## src/rtl/shift_req_pipe_if.sv

```systemverilog
// shift_req_pipe_if: request/response handshake bundle for shift_req_pipe
interface shift_req_pipe_if #(
    parameter int DWIDTH = 8
);
    localparam int SDEPTH = $clog2(DWIDTH);

    logic              in_valid;
    logic              in_ready;
    logic [2:0]        op;
    logic [SDEPTH-1:0] shamt;
    logic [DWIDTH-1:0] din;
    logic              out_valid;
    logic              out_ready;
    logic [DWIDTH-1:0] dout;
    logic              err;

    modport master (
        output in_valid, op, shamt, din, out_ready,
        input  in_ready, out_valid, dout, err
    );

    modport slave (
        input  in_valid, op, shamt, din, out_ready,
        output in_ready, out_valid, dout, err
    );
endinterface

```

## src/rtl/shift_req_pipe.sv

```systemverilog
// shift_req_pipe: one-outstanding shift/rotate request front-end around a shared barrel shifter; optional counters under SHIFT_REQ_PIPE_STATS_EN
module shift_req_pipe #(
    parameter int DWIDTH = 8
) (
    input  logic                 clk,
    input  logic                 rst_n,
    shift_req_pipe_if.slave      bus
`ifdef SHIFT_REQ_PIPE_STATS_EN
    ,
    output logic [15:0]          op_cnt,
    output logic [15:0]          err_cnt
`endif
);
    localparam int SDEPTH = $clog2(DWIDTH);
    localparam logic [2:0] OP_SRL = 3'd1;
    localparam logic [2:0] OP_SRA = 3'd2;
    localparam logic [2:0] OP_ROL = 3'd3;
    localparam logic [2:0] OP_ROR = 3'd4;

    typedef enum logic [1:0] {IDLE, PASS1, PASS2, RESP} state_t;

    state_t            state_q, state_d;
    logic [2:0]        op_q, op_d;
    logic [SDEPTH-1:0] shamt_q, shamt_d;
    logic [DWIDTH-1:0] din_q, din_d;
    logic [DWIDTH-1:0] tmp_q, tmp_d;
    logic [DWIDTH-1:0] dout_q, dout_d;
    logic              err_q, err_d;

    logic              sh_lr, sh_al;
    logic [SDEPTH-1:0] sh_amt;
    logic [DWIDTH-1:0] sh_sra, sh_res;
    logic              is_rot, is_ill;

    assign is_rot = (op_q == OP_ROL) || (op_q == OP_ROR);
    assign is_ill = op_q > OP_ROR;

    assign bus.in_ready  = state_q == IDLE;
    assign bus.out_valid = state_q == RESP;
    assign bus.dout      = dout_q;
    assign bus.err       = err_q;

    // Shared shifter: first pass follows the opcode, second pass shifts the opposite way by the complement amount
    always_comb begin
        sh_lr  = (op_q == OP_SRL) || (op_q == OP_SRA) || (op_q == OP_ROR && shamt_q != '0);
        sh_al  = op_q == OP_SRA;
        sh_amt = shamt_q;
        if (state_q == PASS2) begin
            sh_lr  = op_q == OP_ROL;
            sh_al  = 1'b0;
            sh_amt = SDEPTH'(DWIDTH - int'(shamt_q));
        end
        sh_sra = $signed(din_q) >>> sh_amt;
        sh_res = !sh_lr ? din_q << sh_amt : sh_al ? sh_sra : din_q >> sh_amt;
    end

    // Next-state and datapath updates; request regs only load on acceptance so they stay stable until completion
    always_comb begin
        state_d = state_q;
        op_d    = op_q;
        shamt_d = shamt_q;
        din_d   = din_q;
        tmp_d   = tmp_q;
        dout_d  = dout_q;
        err_d   = err_q;
        case (state_q)
            IDLE: begin
                if (bus.in_valid) begin
                    op_d    = bus.op;
                    shamt_d = bus.shamt;
                    din_d   = bus.din;
                    state_d = PASS1;
                end
            end
            PASS1: begin
                state_d = RESP;
                if (is_ill) begin
                    dout_d = din_q;
                    err_d  = 1'b1;
                end else if (is_rot && shamt_q != '0) begin
                    tmp_d   = sh_res;
                    state_d = PASS2;
                end else begin
                    dout_d = sh_res;
                end
            end
            PASS2: begin
                dout_d  = tmp_q | sh_res;
                state_d = RESP;
            end
            RESP: begin
                if (bus.out_ready) begin
                    err_d   = 1'b0;
                    state_d = IDLE;
                end
            end
            default: state_d = IDLE;
        endcase
    end

    // State and datapath registers; reset discards any in-flight request
    always_ff @(posedge clk or negedge rst_n) begin
        if (!rst_n) begin
            state_q <= IDLE;
            op_q    <= '0;
            shamt_q <= '0;
            din_q   <= '0;
            tmp_q   <= '0;
            dout_q  <= '0;
            err_q   <= 1'b0;
        end else begin
            state_q <= state_d;
            op_q    <= op_d;
            shamt_q <= shamt_d;
            din_q   <= din_d;
            tmp_q   <= tmp_d;
            dout_q  <= dout_d;
            err_q   <= err_d;
        end
    end

`ifdef SHIFT_REQ_PIPE_STATS_EN
    logic [15:0] op_cnt_q, err_cnt_q;

    assign op_cnt  = op_cnt_q;
    assign err_cnt = err_cnt_q;

    // Saturating counts of completed responses and of those flagged illegal
    always_ff @(posedge clk or negedge rst_n) begin
        if (!rst_n) begin
            op_cnt_q  <= '0;
            err_cnt_q <= '0;
        end else if (bus.out_valid && bus.out_ready) begin
            if (op_cnt_q != 16'hFFFF) op_cnt_q <= op_cnt_q + 16'd1;
            if (err_q && err_cnt_q != 16'hFFFF) err_cnt_q <= err_cnt_q + 16'd1;
        end
    end
`endif
endmodule

```

## src/flat_wrapper.sv

```systemverilog
// flat-port wrapper written by rule: the top's interface ports become plain ports
module shift_req_pipe_flat 
#(
    parameter int DWIDTH = 8
)
  (clk, rst_n, bus_in_valid, bus_op, bus_shamt, bus_din, bus_out_ready, bus_in_ready, bus_out_valid, bus_dout, bus_err);
  shift_req_pipe_if #(.DWIDTH(DWIDTH)) bus_i ();
  input  logic clk;
  input  logic rst_n;
  input wire logic [$bits(bus_i.in_valid)-1:0] bus_in_valid;
  input wire logic [$bits(bus_i.op)-1:0] bus_op;
  input wire logic [$bits(bus_i.shamt)-1:0] bus_shamt;
  input wire logic [$bits(bus_i.din)-1:0] bus_din;
  input wire logic [$bits(bus_i.out_ready)-1:0] bus_out_ready;
  output wire logic [$bits(bus_i.in_ready)-1:0] bus_in_ready;
  output wire logic [$bits(bus_i.out_valid)-1:0] bus_out_valid;
  output wire logic [$bits(bus_i.dout)-1:0] bus_dout;
  output wire logic [$bits(bus_i.err)-1:0] bus_err;
  assign bus_i.in_valid = bus_in_valid;
  assign bus_i.op = bus_op;
  assign bus_i.shamt = bus_shamt;
  assign bus_i.din = bus_din;
  assign bus_i.out_ready = bus_out_ready;
  assign bus_in_ready = bus_i.in_ready;
  assign bus_out_valid = bus_i.out_valid;
  assign bus_dout = bus_i.dout;
  assign bus_err = bus_i.err;
  shift_req_pipe #(.DWIDTH(DWIDTH)) u_core (.clk(clk), .rst_n(rst_n), .bus(bus_i));
endmodule
```

## config.mk

```make
export PLATFORM = sky130hd
export DESIGN_NAME = shift_req_pipe_flat
export DESIGN_NICKNAME = d
export VERILOG_FILES = /design/src/rtl/shift_req_pipe_if.sv /design/src/rtl/shift_req_pipe.sv /design/src/flat_wrapper.sv
export SDC_FILE = /design/constraint.sdc
export NUM_CORES = 1
export LEC_CHECK = 0
export ABC_AREA = 1
export ABC_CLOCK_PERIOD_IN_PS = 2150
export BUFFER_PORTS_ARGS = -buffer_cell sky130_fd_sc_hd__buf_2
export CAP_MARGIN = 20
export CORE_MARGIN = 10
export CORE_UTILIZATION = 30
export CTS_BUF_LIST = sky130_fd_sc_hd__clkbuf_2
export DETAILED_ROUTE_END_ITERATION = 8
export GPL_ROUTABILITY_DRIVEN = 0
export GPL_TIMING_DRIVEN = 0
export PLACE_DENSITY_LB_ADDON = 0.12
export SLEW_MARGIN = 30
export SYNTH_ARGS = -nofsm -noshare
export SYNTH_HDL_FRONTEND = slang
export SYNTH_SLANG_ARGS = --single-unit
```

## constraint.sdc

```tcl
create_clock -name clk -period 2.15 [get_ports clk]
set_input_delay 0.215 -clock clk [delete_from_list [all_inputs] [get_ports clk]]
set_output_delay 0.215 -clock clk [all_outputs]
set_load 0.01 [all_outputs]
```

==> results.yml <==
status:
  status: "complete, no violations"
floorplanning:
  core-area_um2: 7690
  floorplan.rows: 32
  die_area_um2: 11800
  initial_core_util_pct: 30.8
  die_h_um: 109
  ios: 29
  die_width_um: 109
yosys:
  synthAdderAreaFrac_pct: 3.17
  synth_mux_area_share_pct: 0.952
  synth_simple_gate_area_share_pct: 37.2
  synth_area_in_xor_xnor_pct: 0
  syn-mean-instance-area_um2: 6.83
  synth_compound_gate_area_share_pct: 12.9
  synth.distinct_cells: 28
  synth_top_family_by_area: "simple AND/OR/NAND/NOR gates"
  synth.ff_latch_count: 33
  synth_nets: 370
  syn_inst_count: 346
  synth-seq-area-share_pct: 34.9
  mappedNetlistArea_um2: 2360
  ys.warnings.count: 0
flow_run:
  drv.max_cap_violation_count: 0
timing:
  post-route-period-util_pct: 93.2
  clock.fmax_mhz: 499
  total_count_of_max_transition_violations_in_the_final_report: 0
  worstMarginPinSlew_ns: 0.805
  timing.final.setup_violations: 0
  timing.final.hold_violations: 0
  worst_slew_margin_rel_pct: 46.3
  fin_worst_skew_ns: 0.0120
  timing.final.crit_period_ns: 2.00
grt:
  grt_pass1_wl_um: 11500
  grt_start_max_net_pins: 34
  grt_util_all_layers_pct: 12.1
  grt_overflow: 0
  grt_pass1_vias: 2329
  grt_antenna_before_repair: 0
critical_path:
  worstSetupStartpointType: "register"
  critical-path-slowest-cell: "dfrtp_1"
  rrSetupSlack_ns: 0.15
  path_buf_inv: 4
  critPathMaxFanout: 6
  r2r_end: "u_core.bus.dout[7]"
  worstSetupPathType: "register to register"
  ff2ff_path_depth: 14
  required_ns: 2.45
  max_stage_delay_ns: 0.44
  cpLargestDelayFamily: "simple AND/OR/NAND/NOR gates"
  arrival_ns: 2.30
  critPathCaptureType: "register"
  regToRegStartpoint: "u_core.shamt_q[1]"
  list_of_cells_traversed_by_the_critical_path: "inv_2 -> ha_1 -> ha_1 -> nand2_2 -> o21ai_4 -> inv_2 -> buf_6 -> buf_6 -> nand3_2 -> nand3_2 -> nand2_2 -> nand2_1 -> nand3_1 -> nand2_1"
route:
  totalWireLength_um: 6580
  avgViaCountPerCell: 4.63
  dr.first_iter.drc_count: 115
  wl_per_cell_um: 13.3
  first_pass_iters: 4
  drcViolationCount: 0
  route.antenna.remaining_nets: 0
  vias: 2286
final_layout:
  multi_input_area_um2: 1320
  areaGrowthSynthToFinish_pct: 19.3
  final_cell_mix: "nand2_1, dfrtp_1, inv_1"
  final-seq-area_um2: 826
  final_net_count: 415
  layout_cells_sized_above_1_pct: 23.5
  postLayoutCellArea_um2: 2820
  layout.cells.most_common: "nand2_1"
  fill_cells: 863
  antenna_cells_inserted: 0
placement:
  dpl-instance-area_um2: 2630
  dpl.hpwl_um: 5070
  port_buffers: 28
worst_hold_path:
  worst_hold_path_type: "input pin to register"
  hold_end: "u_core.din_q[5]"
  worstHoldStart: "bus_din[5]"
  hold_depth: 2
clock_network:
  tritoncts: "built"
  clk_path_buf_depth: 2
  cts.sinks: 33
  clkLatencyLatePin_ns: 0.39
  cts.reportedPaths.clkPinSlew_ns: 0.19
  cts_htree_levels: 2
  clock-root-buffer: "clkbuf_2"
  clock_buffers_created_by_tritoncts: 5
registers in the layout, indices dropped and copies added, names as in the netlist:
signal / flops
u_core.din_q: 8
u_core.state_q: 2
u_core.bus.dout: 8
u_core.op_q: 3
u_core.shamt_q: 3
u_core.tmp_q: 8
u_core.bus.err: 1
timing repair:
item,in CTS,in global routing
setup buffers,0,7
hold buffers,2,1
resized for setup,0,16
setup endpoints to repair,0,7
endpoints found under the hold margin,34,1
synth_stat cells, drive strengths merged:
library cell	count	area (um2)
o21bai	1	7.51
clkbuf	3	11.3
and2	1	6.26
a31oi	2	12.5
a21oi	19	98.9
ha	6	75.1
buf	9	83.8
o22ai	1	6.26
nand2	126	526
nor3	1	16.3
mux2	2	22.5
nand3	38	215
o21ai	32	171
o211ai	1	7.51
inv	41	161
dfrtp	33	826
nor2	30	118
through the flow:
stage	setup slack (ns)	util [%]	setup TNS (ns)	cells	hold slack, ns
3_5_place_dp	0.148	34.2	0	476	0.357
2_1_floorplan	0.386	-	0	346	-0.0806
6_report	0.146	36.7	0	494	0.0436
4_1_cts	0.119	35.3	0	486	0.0189
3_3_place_gp	0.162	34.2	0	476	0.356
5_1_grt	-0.00226	36.7	-0.00226	494	0.0101
worst max-delay path by stage:
| stage | start | end | slack (ns) | cells after the start |
|---|---|---|---|---|
| 2_1_floorplan | u_core.shamt_q[1] | u_core.bus.dout[1] | 0.39 | 12 |
| 3_3_place_gp | u_core.shamt_q[1] | u_core.tmp_q[6] | 0.16 | 13 |
| 3_5_place_dp | u_core.shamt_q[1] | u_core.bus.dout[7] | 0.15 | 13 |
| 4_1_cts | u_core.shamt_q[1] | u_core.bus.dout[1] | 0.12 | 13 |
| 5_1_grt | u_core.shamt_q[1] | u_core.bus.dout[1] | -0.002 | 12 |
| 6_report | u_core.shamt_q[1] | u_core.bus.dout[7] | 0.15 | 14 |
layout make-up:
type	instances	area share (%)
well taps	102	4.52
repair buffers	38	8.03
clock inverters	2	1.20
clock buffers	6	1.06
plain buffers	12	3.37
multi-input cells	260	46.8
flip-flops and latches	33	29.3
inverters	41	5.72
routing by layer:
layer	vias to the layer above	global-route usage, %	routed length, um
li1	1189	-	-
met1	1047	15.3	3120
met2	38	19.5	3100
met3	12	2.60	202
met4	0	4.99	159
met5	-	0	0
cell families (layout without fill, tap and decap cells):
group	count (synthesis)	count (layout)
compound gates	56	56
fa+ha+maj	6	6
buf+inv	53	99
flops	33	33
mux	2	2
simple gates	196	196
Power is not shown: default switching activity piles up to over one toggle a cycle in this logic, so the estimate is an artifact.
